--- config.mk ---
export PLATFORM = sky130hd
export DESIGN_NAME = float_to_int_converter
export DESIGN_NICKNAME = d
export VERILOG_FILES = /design/src/rtl/float_to_int_converter.sv
export SDC_FILE = /design/constraint.sdc
export NUM_CORES = 1
export LEC_CHECK = 0
export CAP_MARGIN = 30
export CORE_MARGIN = 4
export CORE_UTILIZATION = 48
export DETAILED_ROUTE_END_ITERATION = 12
export PLACE_DENSITY = 0.79
export RECOVER_POWER = 50
export SYNTH_ARGS = -nofsm -noshare
export SYNTH_HDL_FRONTEND = slang
export SYNTH_SLANG_ARGS = --single-unit
--- constraint.sdc ---
create_clock -name clk -period 4.1 [get_ports clk]
set_input_delay 0.82 -clock clk [delete_from_list [all_inputs] [get_ports clk]]
set_output_delay 0.82 -clock clk [all_outputs]
set_load 0.005 [all_outputs]
--- src/rtl/float_to_int_converter.sv ---
// Single-stage converter from a 13-bit sign/exponent/fraction float to an
// 8-bit signed integer. Truncates toward zero; saturates or flushes with flags.
module float_to_int_converter (
  input  logic        clk,
  input  logic        rst,
  input  logic [12:0] float_i,
  output logic [7:0]  int_o,
  output logic        overflow,
  output logic        underflow
);

  logic        sign;
  logic [3:0]  exp_w;
  logic [7:0]  frac;
  logic [15:0] mag;

  logic [7:0]  int_d, int_q;
  logic        ovf_d, ovf_q;
  logic        unf_d, unf_q;

  assign sign  = float_i[12];
  assign exp_w = float_i[11:8];
  assign frac  = float_i[7:0];

  // 16-bit magnitude holds the largest left shift (255 << 7) without loss
  always_comb begin
    mag = '0;
    if (exp_w <= 4'd8) begin
      mag = {8'h00, frac} >> (4'd8 - exp_w);
    end else begin
      mag = {8'h00, frac} << (exp_w - 4'd8);
    end
  end

  always_comb begin
    int_d = '0;
    ovf_d = 1'b0;
    unf_d = 1'b0;
    if (frac != 8'h00) begin
      if (mag == 16'd0) begin
        unf_d = 1'b1;
      end else if (!sign && (mag > 16'd127)) begin
        int_d = 8'h7F;
        ovf_d = 1'b1;
      end else if (sign && (mag > 16'd128)) begin
        int_d = 8'h80;
        ovf_d = 1'b1;
      end else if (sign) begin
        // mag == 128 negates to 0x80, which is exactly -128
        int_d = 8'h00 - mag[7:0];
      end else begin
        int_d = mag[7:0];
      end
    end
  end

  always_ff @(posedge clk) begin
    if (rst) begin
      int_q <= '0;
      ovf_q <= 1'b0;
      unf_q <= 1'b0;
    end else begin
      int_q <= int_d;
      ovf_q <= ovf_d;
      unf_q <= unf_d;
    end
  end

  assign int_o     = int_q;
  assign overflow  = ovf_q;
  assign underflow = unf_q;

endmodule

==> flow_summary.ini <==
[routing]
wl_per_cell_um = 16.5
drc = 0
ant_nets = 0
first_pass_iters = 4
wl_met2_mm = 1.94
dr_total_vias = 1464
wl_met1_mm = 1.58
met3_length_um = 256
topRoutingLayerUsed = met4
drtIter0Drc = 55
drt_wl_total_mm = 3.81
post_drt_via_cell_ratio = 6.37

[job]
cap_violations = 0

[clock_network]
cts-hold-fix-buffers = 0
cts_tree = done
htreeDepth = 1
cts_setup_buffers = 0
numClockSinks = 10
clockBufferDepth = 2
numCtsBuffers = 3
post_cts_resized = 0
root_buffer = clkbuf_4
clk_pin_slew_ps = 60

[outcome]
outcome = finished clean

[cells_and_area]
area_growth_pct = 22.7
drive_above_1_share = 0.176
antenna_cells = 0
instances_no_fill = 230
finalNetCount = 218

[synth]
synth_top_area_frac = 0.142
synthDistinctLibCells = 55
yosys-top-cells-count = 14 x nand2_1, 11 x mux2i_1, 11 x nor2_1, 11 x nor3_1, 10 x dfxtp_1
avgSynthCellArea_um2 = 8.17
async_reset_ff_frac = 0
synth_nets = 191
yosysMostFrequentCell = nand2_1
ys_warn_count = 0
yosysSeqAreaShare = 0.142
synth_edf_count = 0
syn_area_mm2 = 0.00141
yosysTopAreaCell = dfxtp_1
synth.top_cells.by_area = dfxtp_1 14%, mux2i_1 7.8%, mux4_2 6.4%
netlist_instances = 173
synth-main-ff-cell = dfxtp_1
ys_ff_latch = 10

[sta]
setup_viol_count_final = 0
setup-tns-final_ps = 0
tightest_slew_ps = 522
layout_min_cycle_time_ps = 3830
relSlewSlack = 0.648
layout_setup_ws_ps = 265
max_freq_mhz = 261
drv_slew = 0
rsz0062_at_grt = no
post-route-period-util = 0.935
hold_viol = 0

[global_route]
grt_pass1_vias = 1392
grt_pass1_wl_mm = 6.34
overflow = 0
grt_use_total = 0.193
grt_antenna_before_repair = 0
grt_max_degree = 25

[floorplanning]
core_area_mm2 = 0.00278
die_h_um = 62.3
num_rows = 19
io_pins = 25
die_area_mm2 = 0.00388
chipWidth_um = 62.3
start_util = 0.508

[worst_setup_path]
cp-start-kind = input pin
crit_type = input pin to flop
cp_max_fo = 4
worstPathArrival_ps = 3960
required_ps = 4220
endpoint_kind = flop

[placement]
io_buffers = 24
gp_congestion = 0.961
post-place-ws_ps = 10.8
place_inst = 226
dp_hpwl_mm = 3.01

[power_and_ir_drop]
p_leak_nw = 0.712
peakVddDrop_mv = 0.251
powerDensity_mw_per_mm2 = 251

[worst_hold_path]
hold_class = input pin to flop
[path summary, 6_finish.rpt]
path | cells past startpoint | endpoint | start
setup / recovery | 15 | overflow | float_i[8]
hold / removal | 3 | int_o[7] | rst
[worst max-delay path: stages]
cell             delay, ps
clkdlybuf4s50_1        470
inv_1                   50
ha_1                   260
xor2_4                 200
mux4_2                 540
nand2_1                 80
a21oi_1                 70
a41oi_1                260
ha_1                   250
o21ai_0                140
nor2_2                 110
buf_4                  130
nand2_1                 70
o21ai_0                390
a211oi_1               100
[through the flow]
stage / total power, mW / hold slack [ps] / instance area [µm²] / utilization
detailed placement: 0.352 / 1520 / 1700 / 0.610
floorplan: 0.271 / 1020 / 1410 / -
global route: 0.465 / 1320 / 1730 / 0.623
global placement: 0.345 / 1530 / 1700 / 0.610
CTS: 0.441 / 1300 / 1730 / 0.623
finish: 0.435 / 1300 / 1730 / 0.623
[placed cells by master (no fill, tap or decap), types with 4 or more instances in the layout]
master	n
a31oi_1	4
mux4_2	4
a211oi_1	5
nand2_1	14
clkdlybuf4s50_1	14
nor3_1	11
nand2b_1	5
mux2i_1	11
o21ai_0	9
mux2_2	6
dfxtp_1	10
a21oi_1	6
buf_4	11
nor2_1	11
dlygate4sd3_1	10
inv_1	7
[kinds of logic after synthesis]
| kind of cell | share of synthesized area |
|---|---|
| simple gates | 0.250 |
| compound gates | 0.281 |
| mux | 0.189 |
| buf+inv | 0.0734 |
| flops | 0.142 |
| xor+xnor | 0.0381 |
| fa+ha+maj | 0.0266 |
[flip-flops by register name (all words and copies together), names as in the netlist]
name and count:
int_o 8, underflow 1, overflow 1
[routing by layer]
layer / up-vias / GRT usage
met5: - / 0
met4: 0 / 0.0451
met3: 4 / 0.0468
met2: 64 / 0.352
met1: 682 / 0.224
li1: 714 / -
[cell type report]
class | instances | area, µm²
tap | 31 | 38.8
clock buffer | 4 | 36.3
fill | 233 | 1050
timing repair buffer | 35 | 323
sequential | 10 | 200
inverter | 7 | 26.3
multi-input combinational | 143 | 1110
[power by group]
part           leakage [nW]  total [mW]  internal, mW  switching, mW
logic                 0.608       0.236         0.112          0.124
clock network        0.0210      0.0875        0.0539         0.0336
registers            0.0828       0.112         0.109        0.00249
total                 0.712       0.435         0.275          0.161
No activity file was read; power rests on OpenSTA's default activity.
